==> src/rtl/render_scheduler_if.sv <==
// Bundle of the game-side inputs and VGA/status outputs of the render scheduler.
// The master modport is the scheduler's view. The slave modport is the game FSM / VGA adapter view.
`timescale 1ns/1ps
interface render_scheduler_if;
  logic       frame_tick;
  logic [7:0] obj0_x;
  logic [6:0] obj0_y;
  logic [2:0] obj0_col;
  logic [7:0] obj1_x;
  logic [6:0] obj1_y;
  logic [2:0] obj1_col;
  logic [7:0] x;
  logic [6:0] y;
  logic [2:0] colour;
  logic       plot;
  logic       busy;
  logic       done;
  logic       collide;
  logic       overrun;

  modport master (
    input  frame_tick, obj0_x, obj0_y, obj0_col, obj1_x, obj1_y, obj1_col,
    output x, y, colour, plot, busy, done, collide, overrun
  );

  modport slave (
    output frame_tick, obj0_x, obj0_y, obj0_col, obj1_x, obj1_y, obj1_col,
    input  x, y, colour, plot, busy, done, collide, overrun
  );
endinterface

==> src/rtl/render_scheduler.sv <==
// Per-frame sequencer sharing one VGA write port between two square sprites:
// it erases both objects at their old positions, draws both at the new positions, then reports collision.
`timescale 1ns/1ps
module render_scheduler #(
  parameter int unsigned SIZE_LOG2 = 2,
  parameter logic [2:0]  BG_COLOUR = 3'd0,
  parameter int unsigned X_MAX     = 159,
  parameter int unsigned Y_MAX     = 119
) (
  input  logic                clock,
  input  logic                resetn,
  render_scheduler_if.master  bus
);

  localparam int unsigned CW = 2 * SIZE_LOG2;
  localparam logic [CW-1:0] CNT_LAST = {CW{1'b1}};
  localparam logic [8:0]    X_LIM    = 9'(X_MAX);
  localparam logic [7:0]    Y_LIM    = 8'(Y_MAX);
  localparam logic [7:0]    SIDE     = 8'(1 << SIZE_LOG2);

  typedef enum logic [2:0] {
    S_IDLE, S_LATCH, S_ERASE0, S_ERASE1, S_DRAW0, S_DRAW1, S_DONE
  } state_t;

  typedef struct packed {
    logic [7:0] x;
    logic [6:0] y;
  } pos_t;

  state_t        state_q, state_d;
  logic [CW-1:0] cnt_q, cnt_d;
  pos_t          new0_q, new0_d, new1_q, new1_d;
  logic [2:0]    col0_q, col0_d, col1_q, col1_d;
  pos_t          prev0_q, prev0_d, prev1_q, prev1_d;
  logic          prev_valid_q, prev_valid_d;
  logic          collide_q, collide_d;
  logic          overrun_q, overrun_d;

  logic [7:0]    base_x_s;
  logic [6:0]    base_y_s;
  logic [2:0]    base_col_s;
  logic          pix_state_s;
  logic [8:0]    sum_x_s;
  logic [7:0]    sum_y_s;
  logic          visible_s;

  function automatic logic [7:0] abs_diff(input logic [7:0] a, input logic [7:0] b);
    return (a >= b) ? (a - b) : (b - a);
  endfunction

  // Unsigned-safe box overlap: both axis distances strictly below the sprite side.
  function automatic logic boxes_overlap(input pos_t a, input pos_t b);
    return (abs_diff(a.x, b.x) < SIDE) &&
           (abs_diff({1'b0, a.y}, {1'b0, b.y}) < SIDE);
  endfunction

  // Pixel decode from registered state only: pick the sprite base, then clip the widened sum.
  always_comb begin
    base_x_s    = 8'd0;
    base_y_s    = 7'd0;
    base_col_s  = 3'd0;
    pix_state_s = 1'b1;
    case (state_q)
      S_ERASE0: begin base_x_s = prev0_q.x; base_y_s = prev0_q.y; base_col_s = BG_COLOUR; end
      S_ERASE1: begin base_x_s = prev1_q.x; base_y_s = prev1_q.y; base_col_s = BG_COLOUR; end
      S_DRAW0:  begin base_x_s = new0_q.x;  base_y_s = new0_q.y;  base_col_s = col0_q;    end
      S_DRAW1:  begin base_x_s = new1_q.x;  base_y_s = new1_q.y;  base_col_s = col1_q;    end
      default:  pix_state_s = 1'b0;
    endcase
    sum_x_s   = {1'b0, base_x_s} + {{(9 - SIZE_LOG2){1'b0}}, cnt_q[SIZE_LOG2-1:0]};
    sum_y_s   = {1'b0, base_y_s} + {{(8 - SIZE_LOG2){1'b0}}, cnt_q[CW-1:SIZE_LOG2]};
    visible_s = (sum_x_s <= X_LIM) && (sum_y_s <= Y_LIM);
  end

  assign bus.plot    = pix_state_s & visible_s;
  assign bus.x       = pix_state_s ? sum_x_s[7:0] : 8'd0;
  assign bus.y       = pix_state_s ? sum_y_s[6:0] : 7'd0;
  assign bus.colour  = pix_state_s ? base_col_s   : 3'd0;
  assign bus.busy    = (state_q != S_IDLE);
  assign bus.done    = (state_q == S_DONE);
  assign bus.collide = collide_q;
  assign bus.overrun = overrun_q;

  // Next-state logic: frame sequencing, pixel counter, and latching of positions and status.
  always_comb begin
    state_d      = state_q;
    cnt_d        = cnt_q;
    new0_d       = new0_q;
    new1_d       = new1_q;
    col0_d       = col0_q;
    col1_d       = col1_q;
    prev0_d      = prev0_q;
    prev1_d      = prev1_q;
    prev_valid_d = prev_valid_q;
    collide_d    = collide_q;
    overrun_d    = overrun_q;

    if (bus.frame_tick && (state_q != S_IDLE)) begin
      overrun_d = 1'b1;
    end else begin
      overrun_d = overrun_q;
    end

    case (state_q)
      S_IDLE: begin
        if (bus.frame_tick) begin
          state_d = S_LATCH;
        end else begin
          state_d = S_IDLE;
        end
      end
      S_LATCH: begin
        new0_d  = '{x: bus.obj0_x, y: bus.obj0_y};
        new1_d  = '{x: bus.obj1_x, y: bus.obj1_y};
        col0_d  = bus.obj0_col;
        col1_d  = bus.obj1_col;
        cnt_d   = {CW{1'b0}};
        state_d = prev_valid_q ? S_ERASE0 : S_DRAW0;
      end
      S_ERASE0, S_ERASE1, S_DRAW0, S_DRAW1: begin
        cnt_d = cnt_q + {{(CW - 1){1'b0}}, 1'b1};
        if (cnt_q == CNT_LAST) begin
          case (state_q)
            S_ERASE0: state_d = S_ERASE1;
            S_ERASE1: state_d = S_DRAW0;
            S_DRAW0:  state_d = S_DRAW1;
            default:  state_d = S_DONE;
          endcase
        end else begin
          state_d = state_q;
        end
      end
      S_DONE: begin
        prev0_d      = new0_q;
        prev1_d      = new1_q;
        prev_valid_d = 1'b1;
        collide_d    = boxes_overlap(new0_q, new1_q);
        state_d      = S_IDLE;
      end
      default: state_d = S_IDLE;
    endcase
  end

  // State and datapath registers; reset abandons any frame in progress.
  always_ff @(posedge clock or negedge resetn) begin
    if (!resetn) begin
      state_q      <= S_IDLE;
      cnt_q        <= {CW{1'b0}};
      new0_q       <= '0;
      new1_q       <= '0;
      col0_q       <= 3'd0;
      col1_q       <= 3'd0;
      prev0_q      <= '0;
      prev1_q      <= '0;
      prev_valid_q <= 1'b0;
      collide_q    <= 1'b0;
      overrun_q    <= 1'b0;
    end else begin
      state_q      <= state_d;
      cnt_q        <= cnt_d;
      new0_q       <= new0_d;
      new1_q       <= new1_d;
      col0_q       <= col0_d;
      col1_q       <= col1_d;
      prev0_q      <= prev0_d;
      prev1_q      <= prev1_d;
      prev_valid_q <= prev_valid_d;
      collide_q    <= collide_d;
      overrun_q    <= overrun_d;
    end
  end

endmodule

==> src/flat_wrapper.sv <==
// flat-port wrapper written by rule: the top's interface ports become plain ports
module render_scheduler_flat 
#(
  parameter int unsigned SIZE_LOG2 = 2,
  parameter logic [2:0]  BG_COLOUR = 3'd0,
  parameter int unsigned X_MAX     = 159,
  parameter int unsigned Y_MAX     = 119
)
  (clock, resetn, bus_frame_tick, bus_obj0_x, bus_obj0_y, bus_obj0_col, bus_obj1_x, bus_obj1_y, bus_obj1_col, bus_x, bus_y, bus_colour, bus_plot, bus_busy, bus_done, bus_collide, bus_overrun);
  render_scheduler_if bus_i ();
  input  logic clock;
  input  logic resetn;
  input wire logic [$bits(bus_i.frame_tick)-1:0] bus_frame_tick;
  input wire logic [$bits(bus_i.obj0_x)-1:0] bus_obj0_x;
  input wire logic [$bits(bus_i.obj0_y)-1:0] bus_obj0_y;
  input wire logic [$bits(bus_i.obj0_col)-1:0] bus_obj0_col;
  input wire logic [$bits(bus_i.obj1_x)-1:0] bus_obj1_x;
  input wire logic [$bits(bus_i.obj1_y)-1:0] bus_obj1_y;
  input wire logic [$bits(bus_i.obj1_col)-1:0] bus_obj1_col;
  output wire logic [$bits(bus_i.x)-1:0] bus_x;
  output wire logic [$bits(bus_i.y)-1:0] bus_y;
  output wire logic [$bits(bus_i.colour)-1:0] bus_colour;
  output wire logic [$bits(bus_i.plot)-1:0] bus_plot;
  output wire logic [$bits(bus_i.busy)-1:0] bus_busy;
  output wire logic [$bits(bus_i.done)-1:0] bus_done;
  output wire logic [$bits(bus_i.collide)-1:0] bus_collide;
  output wire logic [$bits(bus_i.overrun)-1:0] bus_overrun;
  assign bus_i.frame_tick = bus_frame_tick;
  assign bus_i.obj0_x = bus_obj0_x;
  assign bus_i.obj0_y = bus_obj0_y;
  assign bus_i.obj0_col = bus_obj0_col;
  assign bus_i.obj1_x = bus_obj1_x;
  assign bus_i.obj1_y = bus_obj1_y;
  assign bus_i.obj1_col = bus_obj1_col;
  assign bus_x = bus_i.x;
  assign bus_y = bus_i.y;
  assign bus_colour = bus_i.colour;
  assign bus_plot = bus_i.plot;
  assign bus_busy = bus_i.busy;
  assign bus_done = bus_i.done;
  assign bus_collide = bus_i.collide;
  assign bus_overrun = bus_i.overrun;
  render_scheduler #(.SIZE_LOG2(SIZE_LOG2), .BG_COLOUR(BG_COLOUR), .X_MAX(X_MAX), .Y_MAX(Y_MAX)) u_core (.clock(clock), .resetn(resetn), .bus(bus_i));
endmodule
==> config.mk <==
export PLATFORM = sky130hd
export DESIGN_NAME = render_scheduler_flat
export DESIGN_NICKNAME = d
export VERILOG_FILES = /design/src/rtl/render_scheduler_if.sv /design/src/rtl/render_scheduler.sv /design/src/flat_wrapper.sv
export SDC_FILE = /design/constraint.sdc
export NUM_CORES = 1
export LEC_CHECK = 0
export ABC_CLOCK_PERIOD_IN_PS = 6000
export BUFFER_PORTS_ARGS = -buffer_cell sky130_fd_sc_hd__buf_2
export CORE_MARGIN = 2
export CORE_UTILIZATION = 50
export CTS_BUF_LIST = sky130_fd_sc_hd__clkbuf_8
export DETAILED_ROUTE_END_ITERATION = 10
export GPL_ROUTABILITY_DRIVEN = 1
export PLACE_DENSITY_LB_ADDON = 0.05
export SLEW_MARGIN = 10
export SYNTH_ARGS = -nofsm -noshare
export SYNTH_HDL_FRONTEND = slang
export SYNTH_SLANG_ARGS = --single-unit
==> constraint.sdc <==
create_clock -name clock -period 6 [get_ports clock]
set_input_delay 0.9 -clock clock [delete_from_list [all_inputs] [get_ports clock]]
set_output_delay 0.9 -clock clock [all_outputs]
set_load 0.05 [all_outputs]
[Word-level counts from Yosys, hierarchy flattened]
Index checks and enable logic that the tools add are counted.
Storage, ports and cells
  bits in registers: 76
  bits in latches: 0
  bits in writable memories: 0
  memory bits (read-only): 0
  bits of input ports: 39
  output and inout bits: 23
  logic and storage cells: 59
  memories: 0
Cells by class
  add/sub/neg operators: 7
  $mul: 0
  divide/modulo/power cells: 0
  $lt $le $gt $ge: 6
  eq/ne operators: 8
  shift-type cells: 0
  mux-type cells: 15
  bitwise logic cells: 1
  reduce and logical (&&, ||, !) cells: 7
Operator list (count)
  one-hot mux 8 bit (4 select lines): 1
  one-hot mux 7 bit (4 select lines): 1
  2-to-1 mux 8 bit: 3
  one-hot mux 3 bit (3 select lines): 2
  < comparator 8 x 3 -> 1 bit (second input constant): 2
  subtractor 7 x 7 -> 8 bit: 2
  subtractor 8 bit: 2
  adder 8 x 2 -> 9 bit: 1
  == test 3 bit (second input constant): 3
  less-or-equal comparator 9 x 8 -> 1 bit (second input constant): 1
  2-to-1 mux 3 bit: 3
  adder 7 x 2 -> 8 bit: 1
  greater-or-equal comparator 8 bit: 1
  less-or-equal comparator 8 x 7 -> 1 bit (second input constant): 1
  one-hot mux 4 bit (2 select lines): 1
  greater-or-equal comparator 7 bit: 1
  2-to-1 mux 7 bit: 1
  == test 3 x 2 -> 1 bit (second input constant): 2
  one-hot mux 3 bit (2 select lines): 1
  adder 4 x 1 -> 4 bit (second input constant): 1
  == test 4 bit (second input constant): 1
  OR reduction 4 bit: 1
  == test 3 x 1 -> 1 bit (second input constant): 1
  logical AND 1 bit: 3
  6 further kinds: 7

[Depth between registers and ports, before layout]
Gate-level depths: netlist of run 1.
  word-level depth: 6
  mapped depth: 14
  mapped depth without buffers: 10

[Worst setup path before layout of run 1]
OpenSTA, ideal clock, no wires.
  kind: register -> output
  start point: reg u_core.state_q[0]
  end point: out bus_plot
  arrival: 4.602 ns
  slack: 0.498 ns
  cell stages (with the launch flop): 15
  cells stage by stage: dfrtp_1 > buf_2 > buf_4 > buf_2 > buf_2 > buf_2 > mux2i_1 > o22ai_1 > ha_1 > fa_1 > nand2_1 > nor2_1 > xor2_1 > o21ai_1 > nor4b_1
Between the ends
  cells in the longest elaborated chain, start to end: 6
  elaborated cells between the ends (all ways): 14
  those cells by class: add/sub: 2; order compare: 2; eq/ne: 4; mux: 3; bitwise: 1; reduce/logical: 2
RTL lines
  start, declared: line render_scheduler.sv:30  | state_t state_q, state_d;
  start signal, assigned: line render_scheduler.sv:159  | state_q <= state_d;
  == test 3 bit or == test 3 x 2 -> 1 bit (tied branches): line render_scheduler.sv:63  | case (state_q)
  one-hot mux 8 bit (4 select lines) or one-hot mux 7 bit (4 select lines) (tied branches): line render_scheduler.sv:63
  adder 8 x 2 -> 9 bit or adder 7 x 2 -> 8 bit (tied branches): line render_scheduler.sv:70, render_scheduler.sv:71
  less-or-equal comparator 9 x 8 -> 1 bit or less-or-equal comparator 8 x 7 -> 1 bit (tied branches): line render_scheduler.sv:72  | visible_s = (sum_x_s <= X_LIM) && (sum_y_s <= Y_LIM);
  logical AND 1 bit: line render_scheduler.sv:72
  AND 1 bit (*): line render_scheduler.sv:75  | assign bus.plot = pix_state_s & visible_s;
  end, declared: line flat_wrapper.sv:23  | output wire logic [$bits(bus_i.plot)-1:0] bus_plot;
Mark *: on every way between the ends. The rest lies on a longest branch, timed or not.

[Worst setup path after layout of run 1]
  start point: reg u_core.state_q[1]
  end point: out bus_plot
Same word-level chain as after synthesis.

==> metrics.md, run 1 <==
| Metric | Value |
|---|---|
| Yosys warns | 0 |
| Setup bufs post-CTS | 0 |
| Initial drt markers | 139 |
| Sw Share | 0.491 |
| Pin count of the biggest net entering global routing | 77 |
| Cell Chain, Critical Path | nand2b_1, o22ai_1, ha_1, fa_1, nand2_1, nor3_1, o21ai_0, a21oi_1, nor4b_1, buf_2 |
| P_sw | about 1.7 mW |
| Max IR drop VDD | between 0.3 and 0.4 mV |
| Share of post-route cells with drive strength above 1 | 0.173 |
| WS Path Type | reg -> out |
| Compound-Gate Fraction of Synth Area | 0.183 |
| Worst min path class | reg -> reg |
| FP Rows | 35 |
| Critical path's largest stage delay | ~0.72 ns |
| Main combinational cell family by area after synthesis | compound AO/OA/AOI/OAI gates |
| CP required | 5.10 ns |
| Clk sink count | 76 |
| Seq/Total Area, Yosys | 0.391 |
| Vias/cell | between 5 and 6 |
| I/O pin cnt | 62 |
| Syn Nets | around 600 |
| Routed len/inst | ~16 um |
| Outcome | complete, no violations |
| Simple-gate share of the synthesized area | 0.138 |
| Cells after Synth | 535 |
| Hold-fix buffers, CTS | 0 |
| Drc violations | 0 |
| CP Launch Type | flip-flop |
| Synth Area in Adders | 0.0958 |
| Worst-path fanout max | 22 |
| Synth-to-layout area growth | 11.7% |
| Seq pwr share | 0.238 |
| Critical path arrival | approximately 3.5 ns |
| Die width | roughly 100 um |
| Clk pwr share | 0.132 |
| CP max stage cell | nand2b_1 |
| Antenna violations before repair | 0 |
| Clk Tree Root Cell | clkbuf_8 |
| Reg2Reg Setup Slack | 3.09 ns |
| Core area | 9330 um^2 |
| Mapped Area | 4860 um^2 |
| Vias in the first global route | between 3k and 4k |
| Finish-stage setup viols | 0 |
| Synth Area in XOR/XNOR | 0.0360 |
| Total Die Area | around 11,000 um^2 |
| Setup TNS | 0 ns |
| Clock Skew | approximately 0.0095 ns |
| Hold Fails Final Rpt | 0 |
| Final Max Slew Viols | 0 |
| Mux cell area share after synthesis | 0.0932 |
| Pwr Density | ~650 nW/um^2 |
| Number of diodes | 0 |
| Global-route wire length before repair | 18,500 um |
| Initial core utilization | 0.521 |
| Die H | approximately 100 um |
| Gr ovfl total | 0 |
| Fmax | between 200 and 250 MHz |
| CP Capture Type | output port |
| Async set-reset flop share out of synthesis | 1.00 |
| Area contributors post-synth | dfrtp_1, ha_1, mux2i_1 |
| Mean Syn Cell Area | 9.09 um^2 |
| Synth top area share | 0.391 |
| Clk buf depth | 2 |
| Fin nets | about 660 |
| Post-CTS sizing | 0 |
| Drt pass-1 iters | 4 |
| EDFF count, synth | 0 |
| Max-Cap Viols | 0 |
| CTS Buf Count | 9 |
| Worst slew pin tran | ~0.97 ns |
| Ratio of final minimum period to clock period | 0.741 |
| Combinational Power Share | 0.630 |
| Port Buffers | between 60 and 70 |
| Final ANT Viol Nets | 0 |
| Internal power | around 1.8 mW |
| RSZ-0062 raised after global routing | false |
| Global Route Usage Sum | 0.225 |
| H-tree depth | 3 |
| CTS tree | done |
| Worst-path clk slew | 0.08 ns |
| Hpwl dp | between 8000 and 9000 um |
| Clock Latency Late Sink | 0.35 ns |
| Routed WL | 11,200 um |
| Total power | 3.53 mW |
| Post-layout min period | around 4.4 ns |
| Yosys cell types | 57 |
| Yosys reg bits | 76 |
| Area leader, netlist | dfrtp_1 |
| Leakage power | around 2.5 nW |
| Slew margin rel. | 0.357 |
| Synth Flop Type | dfrtp_1 |
| Total number of vias | approximately 4.0k |
| Gpl congestion | 0.847 |
area by class of cell:
type / instances / area (um^2)
Clock buffer: 9 / 124
Clock inverter: 5 / 103
Fill cell: 874 / 3900
Inverter: 40 / 150
Multi-Input combinational cell: 390 / 2660
Sequential cell: 76 / 1900
Tap cell: 129 / 161
Timing Repair Buffer: 64 / 330
synthesized netlist by cell type (all sizes together), types with 8 or more instances:
library cell,number
a21oi,16
clkbuf,13
o21ai,77
dfrtp,76
xnor2,12
mux2i,37
a21o,8
nand2,85
ha,34
and2,8
xor2,8
nor2,18
o22ai,19
buf,16
inv,40
per-layer routing:
metal | up-vias | routed length (um) | track usage
met3 | 14 | 590 | 0.0359
met2 | 97 | 4890 | 0.342
met1 | 1930 | 5540 | 0.334
met5 | - | 0 | 0
li1 | 1936 | - | -
met4 | 0 | 158 | 0.0626
sequential cells by signal, summed over array words and instances (netlist names), 3 cells and up:
| name | cells |
|---|---|
| u_core.cnt_q | 4 |
| u_core.col0_q | 3 |
| u_core.prev1_q | 15 |
| u_core.new1_q | 15 |
| u_core.prev0_q | 15 |
| u_core.state_q | 3 |
| u_core.col1_q | 3 |
| u_core.new0_q | 15 |
cell families after synthesis:
group / count (synthesis)
muxes: 44
AOI/OAI and AO/OA: 143
and+or+nand+nor: 147
adders and majority gates: 36
buffers and inverters: 69
xor gates and xnor gates: 20
DFF: 76
worst paths after layout:
| path | from | endpoint | cells after the start |
|---|---|---|---|
| min in group asynchronous | resetn | u_core.prev1_q[10] | 1 |
| max | u_core.state_q[1] | bus_plot | 10 |
| min reg2reg | u_core.bus.overrun | u_core.bus.overrun | 1 |
| max in group asynchronous | resetn | u_core.state_q[0] | 1 |
| max reg2reg | u_core.new1_q[12] | u_core.bus.collide | 10 |
| min | u_core.bus.overrun | u_core.bus.overrun | 1 |
power by group through the flow:
stage / clock network (mW) / logic, mW / registers, mW
6_report: 0.465 / 2.22 / 0.840
3_5_place_dp: 0 / 2.20 / 0.850
2_1_floorplan: 0 / 1.84 / 0.767
4_1_cts: 0.470 / 2.21 / 0.839
5_1_grt: 0.495 / 2.44 / 0.863
3_3_place_gp: 0 / 2.16 / 0.848
worst max-delay path: cells and delay by family, from the launching register on:
kind | cells | cell delay (ns)
buf+inv | 1 | 0.31
compound gates | 3 | 0.59
simple gates | 4 | 1.12
fa+ha+maj | 2 | 0.71
flops | 1 | 0.48
per-stage QoR:
stage	cells	hold WS (ns)	util	setup WS, ns	cell area, um^2
2_1_floorplan	535	0.440	-	0.498	4860
3_3_place_gp	699	0.436	0.558	2.19	5200
3_5_place_dp	699	0.461	0.558	2.00	5200
4_1_cts	713	0.480	0.582	1.56	5430
5_1_grt	713	0.494	0.582	1.34	5430
6_report	713	0.475	0.582	1.56	5430
placed cells by master, fill, tap and decap left out, drive strengths merged, types with 2 or more instances in the layout:
| cell | count |
|---|---|
| a21bo | 2 |
| a21o | 8 |
| a21oi | 16 |
| a221oi | 3 |
| a31oi | 5 |
| a32o | 2 |
| and2 | 8 |
| buf | 64 |
| bufinv | 3 |
| clkbuf | 9 |
| dfrtp | 76 |
| fa | 2 |
| ha | 34 |
| inv | 40 |
| mux2 | 7 |
| mux2i | 37 |
| nand2 | 85 |
| nand2b | 7 |
| nand3 | 6 |
| nand4 | 3 |
| nor2 | 18 |
| nor3 | 5 |
| nor3b | 3 |
| nor4b | 2 |
| o211ai | 2 |
| o21ai | 77 |
| o22ai | 19 |
| or2 | 2 |
| or3 | 2 |
| xnor2 | 12 |
| xor2 | 8 |
No activity file was read; power rests on OpenSTA's default activity.
==> inputs of run 2 (changes only) <==
ABC_CLOCK_PERIOD_IN_PS = 4600   (was 6000)
clock period = 4.6 ns   (was 6 ns; I/O delays follow)
==> run 2 against run 1 <==
Final cell count rose by 0.56%. Count of clock-buffer cells in the layout did not move. Setup slack got worse by 1.1 ns. Cell area rose by 0.78%. Flip-flop and latch count did not move. First-iteration DRC count fell by 18%. Largest power group unchanged.
==> metrics.md, run 2 (same netlist as run 1, synthesis figures left out) <==
| Metric | Value |
|---|---|
| Outcome | complete, no violations |
| Internal power | 2.36 mW |
| Routed len/inst | between 15 and 20 um |
| Slew margin rel. | 0.352 |
| I/O pin cnt | between 60 and 70 |
| Post-CTS sizing | 0 |
| Routed WL | between 10,000 and 15,000 um |
| Initial core utilization | 0.521 |
| Global Route Usage Sum | 0.229 |
| Clock Latency Late Sink | approximately 0.36 ns |
| Worst slew pin tran | roughly 0.97 ns |
| Clk pwr share | 0.139 |
| CP Launch Type | flip-flop |
| FP Rows | 35 |
| Sequential cell area | about 1900 um^2 |
| Seq pwr share | 0.233 |
| CP Capture Type | output port |
| Vias/cell | about 5.4 |
| Max-Cap Viols | 0 |
| Max IR drop VDD | 0.397 mV |
| CP required | between 3 and 4 ns |
| WS Path Type | reg -> out |
| Final Max Slew Viols | 0 |
| CTS tree | done |
| Global routing usage on met2 | 0.345 |
| Leakage power | 2.57 nW |
| Vias in the first global route | 3,785 |
| H-tree depth | 3 |
| Clk sink count | 76 |
| GRT met3 Usage | 0.0346 |
| Commonest non-fill, non-tap cell in the layout | nand2_1 |
| Commonest non-fill, non-tap cells in the layout | nand2_1, dfrtp_1, o21ai_0 |
| Share of post-route cells with drive strength above 1 | 0.180 |
| Clk buf depth | 2 |
| Area of the multi-input gates | 2670 um^2 |
| Gpl congestion | 0.852 |
| Fmax | 243 MHz |
| Setup bufs post-CTS | 0 |
| Fillers | about 850 |
| Worst-path clk slew | about 0.090 ns |
| Global-route wire length before repair | between 15,000 and 20,000 um |
| Total number of vias | a little under 4k |
| Fin nets | between 600 and 700 |
| Hold Fails Final Rpt | 0 |
| Critical path arrival | around 3.4 ns |
| Worst min path class | in -> async |
| Drt pass-1 iters | 5 |
| CTS Buf Count | 9 |
| Hold-fix buffers, CTS | 0 |
| Top Usage Layer GRT | met2 |
| Antenna violations before repair | 0 |
| P_sw | 2.28 mW |
| Drc violations | 0 |
| Pin count of the biggest net entering global routing | 77 |
| Pwr Density | about 850 nW/um^2 |
| Initial drt markers | ~110 |
| RSZ-0062 raised after global routing | false |
| Port Buffers | 61 |
| Ratio of final minimum period to clock period | 0.896 |
| Number of diodes | 0 |
| Final instance area | between 5000 and 6000 um^2 |
| Die width | 103 um |
| Finish-stage setup viols | 0 |
| Core area | slightly above 9000 um^2 |
| Synth-to-layout area growth | 12.6% |
| Gr ovfl total | 0 |
| Total Die Area | 10,500 um^2 |
| DP Area | around 5200 um^2 |
| Met1 usage | 0.334 |
| Clock Skew | between 0.007 and 0.008 ns |
| Setup TNS | 0 ns |
| Worst-path fanout max | 22 |
| Hpwl dp | just over 8000 um |
| Die H | a little over 100 um |
| Post-layout min period | 4.12 ns |
| Sw Share | 0.492 |
| Combinational Power Share | 0.628 |
| Final ANT Viol Nets | 0 |
| Clk Tree Root Cell | clkbuf_8 |
==> run 2: worst paths after layout <==
path / slack (ns) / to / cells after the start / start
setup reg to reg: 1.61 / u_core.bus.collide / 10 / u_core.new1_q[10]
hold reg to reg: 0.46 / u_core.bus.overrun / 1 / u_core.bus.overrun
min in group clock: 0.46 / u_core.bus.overrun / 1 / u_core.bus.overrun
hold / removal: 0.46 / u_core.col0_q[0] / 1 / resetn
max in group asynchronous: 3.48 / u_core.prev1_q[9] / 1 / resetn
setup / recovery: 0.48 / bus_plot / 10 / u_core.state_q[1]
==> run 2: final cells by class <==
cell class,instances,area share
Sequential cell,76,0.348
Multi-Input combinational cell,390,0.487
Clock buffer,9,0.0226
Clock inverter,7,0.0226
Timing Repair Buffer,66,0.0631
Tap cell,129,0.0295
Inverter,40,0.0274
==> run 2: through the flow <==
stage | worst slack, ns | power, mW | cells | hold WS (ns) | util
after global routing | 0.216 | 4.99 | 717 | 0.473 | 0.587
after floorplan | 0.0171 | 3.40 | 535 | 0.394 | -
after detailed placement | 0.904 | 3.97 | 701 | 0.439 | 0.560
after CTS | 0.502 | 4.64 | 717 | 0.460 | 0.587
after global placement | 1.08 | 3.94 | 701 | 0.432 | 0.560
final | 0.480 | 4.64 | 717 | 0.455 | 0.587
==> run 2: critical path: stages (launching register included) <==
cell      delay, ns
dfrtp_1        0.47
nand2b_1       0.71
o22ai_1        0.20
ha_1           0.26
fa_1           0.44
nand2_1        0.11
nor3_1         0.06
o21ai_0        0.17
a21oi_1        0.11
nor4b_2        0.23
buf_2          0.30
==> run 2: per-layer routing <==
layer / up-vias / part of all wire
met5: - / 0
met2: 101 / 0.44
met3: 12 / 0.049
li1: 1943 / -
met1: 1829 / 0.50
met4: 0 / 0.013
==> run 2: power groups by stage <==
stage | combinational [mW] | clock (mW) | sequential (mW)
after floorplan | 2.40 | 0 | 1.00
after global placement | 2.85 | 0 | 1.09
after detailed placement | 2.88 | 0 | 1.09
after CTS | 2.90 | 0.658 | 1.08
after global routing | 3.20 | 0.681 | 1.11
final | 2.91 | 0.645 | 1.08
==> inputs of run 3 (changes only) <==
ABC_CLOCK_PERIOD_IN_PS = 3800   (was 4600)
clock period = 3.8 ns   (was 4.6 ns; I/O delays follow)
==> run 3 against run 2 <==
Non-clock buffer count increased by 3. Sequential share of layout area decreased by 0.45 points. Flip-flop and latch count unchanged. Register-to-register slack got worse by 0.70 ns. Largest cell class unchanged. Setup slack got worse by 0.30 ns. Routed wire length increased by 1.7%. Cell area increased by 1.4%.
==> metrics.md, run 3 (same netlist as run 1, synthesis figures left out) <==
| Metric | Value |
|---|---|
| Outcome | complete, no violations |
| FP Rows | 35 |
| CP Capture Type | output port |
| Global Route Usage Sum | 0.237 |
| Finished Core Util | 0.595 |
| Worst slew pin tran | 1.14 ns |
| CP Launch Type | flip-flop |
| I/O pin cnt | 62 |
| Final ANT Viol Nets | 0 |
| WS Path Type | reg -> out |
| Drc violations | 0 |
| Area of the multi-input gates | about 2700 um^2 |
| Die H | between 100 and 150 um |
| Slew margin rel. | 0.234 |
| CTS tree | done |
| Synth-to-layout area growth | 14.2% |
| Reg2reg end | u_core.bus.collide |
| Clk buf depth | 2 |
| Commonest non-fill, non-tap cell in the layout | nand2_1 |
| Vias in the first global route | a little under 4k |
| Hold Fails Final Rpt | 0 |
| Pwr Density | a little over 1000 nW/um^2 |
| Final instance area | 5550 um^2 |
| Global-route wire length before repair | between 15,000 and 20,000 um |
| Max IR drop VDD | 0.432 mV |
| H-tree depth | 3 |
| Pin count of the biggest net entering global routing | 77 |
| Routed len/inst | 16.0 um |
| Hpwl dp | ~8600 um |
| Sequential cell area | between 1500 and 2000 um^2 |
| Total Die Area | roughly 11,000 um^2 |
| Reg-to-Reg Start | u_core.new1_q[10] |
| Worst-path clk slew | 0.09 ns |
| DP Area | 5270 um^2 |
| Finish-stage setup viols | 0 |
| CP required | 3.23 ns |
| Initial core utilization | 0.521 |
| Total power | 5.75 mW |
| Vias/cell | approximately 5.4 |
| Reg2Reg Setup Slack | between 0.9 and 1 ns |
| Post-CTS sizing | 0 |
| Clock Latency Late Sink | around 0.36 ns |
| Drt pass-1 iters | 4 |
| Final Max Slew Viols | 0 |
| Fmax | approximately 280 MHz |
| Leakage power | approximately 2.6 nW |
| CTS Buf Count | 9 |
| Clock Skew | 0.0124 ns |
| Die width | 103 um |
| Worst-path fanout max | 12 |
| Commonest non-fill, non-tap cells in the layout | nand2_1, dfrtp_1, o21ai_0 |
| Ratio of final minimum period to clock period | 0.953 |
| Gr ovfl total | 0 |
| Fillers | ~820 |
| Core area | 9330 um^2 |
| Antenna violations before repair | 0 |
| Setup bufs post-CTS | 0 |
| Post-layout min period | roughly 3.6 ns |
| Clk sink count | between 70 and 80 |
| Number of diodes | 0 |
| Total number of vias | 3,889 |
| RSZ-0062 raised after global routing | false |
| Worst min path class | in -> async |
| Clk Tree Root Cell | clkbuf_8 |
| Gpl congestion | just over 0.9 |
| Port Buffers | 61 |
| Cells on worst reg2reg path | 10 |
| Critical path arrival | roughly 3 ns |
| Hold_ws | 0.335 ns |
| Routed WL | about 12,000 um |
| Share of post-route cells with drive strength above 1 | 0.190 |
| Initial drt markers | between 200 and 250 |
| Max-Cap Viols | 0 |
| Fin nets | between 600 and 700 |
| Hold-fix buffers, CTS | 0 |
## run 3: cell types whose count changed in the layout (fill, tap and decap cells not counted), moves of 2 or more
cell | before | now
nand2b_1 | 7 | 5
buf_4 | 6 | 9
clkinv_4 | 2 | 0
nand2b_2 | 0 | 2
clkbuf_8 | 9 | 11
## run 3: critical path, stage by stage, from the launching register on
cell	delay, ns
dfrtp_1	0.46
nand2b_2	0.32
buf_4	0.22
o22ai_1	0.28
ha_1	0.29
a21o_1	0.18
and2_1	0.15
o21ai_0	0.15
a21oi_1	0.12
nor4b_4	0.22
buf_2	0.30
## run 3: per-layer routing
| metal | vias up | global-route usage | part of all wire |
|---|---|---|---|
| li1 | 1942 | - | - |
| met1 | 1846 | 0.348 | 0.50 |
| met2 | 93 | 0.366 | 0.44 |
| met3 | 8 | 0.0319 | 0.048 |
| met4 | 0 | 0.0718 | 0.0097 |
| met5 | - | 0 | 0 |
## run 3: worst max-delay path by stage
stage | start | endpoint | slack (ns) | cells past startpoint
global route | u_core.state_q[1] | bus_plot | 0.004 | 10
global placement | u_core.state_q[1] | bus_plot | 0.59 | 10
floorplan | u_core.state_q[0] | bus_plot | -0.31 | 14
CTS | u_core.state_q[2] | bus_plot | 0.06 | 10
detailed placement | u_core.state_q[2] | bus_plot | 0.45 | 10
finish | u_core.state_q[2] | bus_plot | 0.18 | 10
## run 3: final cells by class
class | count | area share
Multi-Input combinational cell | 390 | 0.485
Sequential cell | 76 | 0.343
Clock buffer | 11 | 0.0273
Inverter | 40 | 0.0270
Tap cell | 129 | 0.0291
Clock inverter | 5 | 0.0223
Timing Repair Buffer | 69 | 0.0662
## run 3: metrics by stage
step | worst slack, ns | setup TNS (ns) | std cells
after floorplan | -0.309 | -0.309 | 535
after global placement | 0.591 | 0 | 704
after detailed placement | 0.445 | 0 | 704
after CTS | 0.0586 | 0 | 720
after global routing | 0.00404 | 0 | 720
final | 0.178 | 0 | 720
## run 3: report_power, final
| group | internal, mW | switching [mW] | total, mW |
|---|---|---|---|
| registers | 1.05 | 0.260 | 1.31 |
| logic | 1.38 | 2.20 | 3.59 |
| clock network | 0.537 | 0.310 | 0.847 |
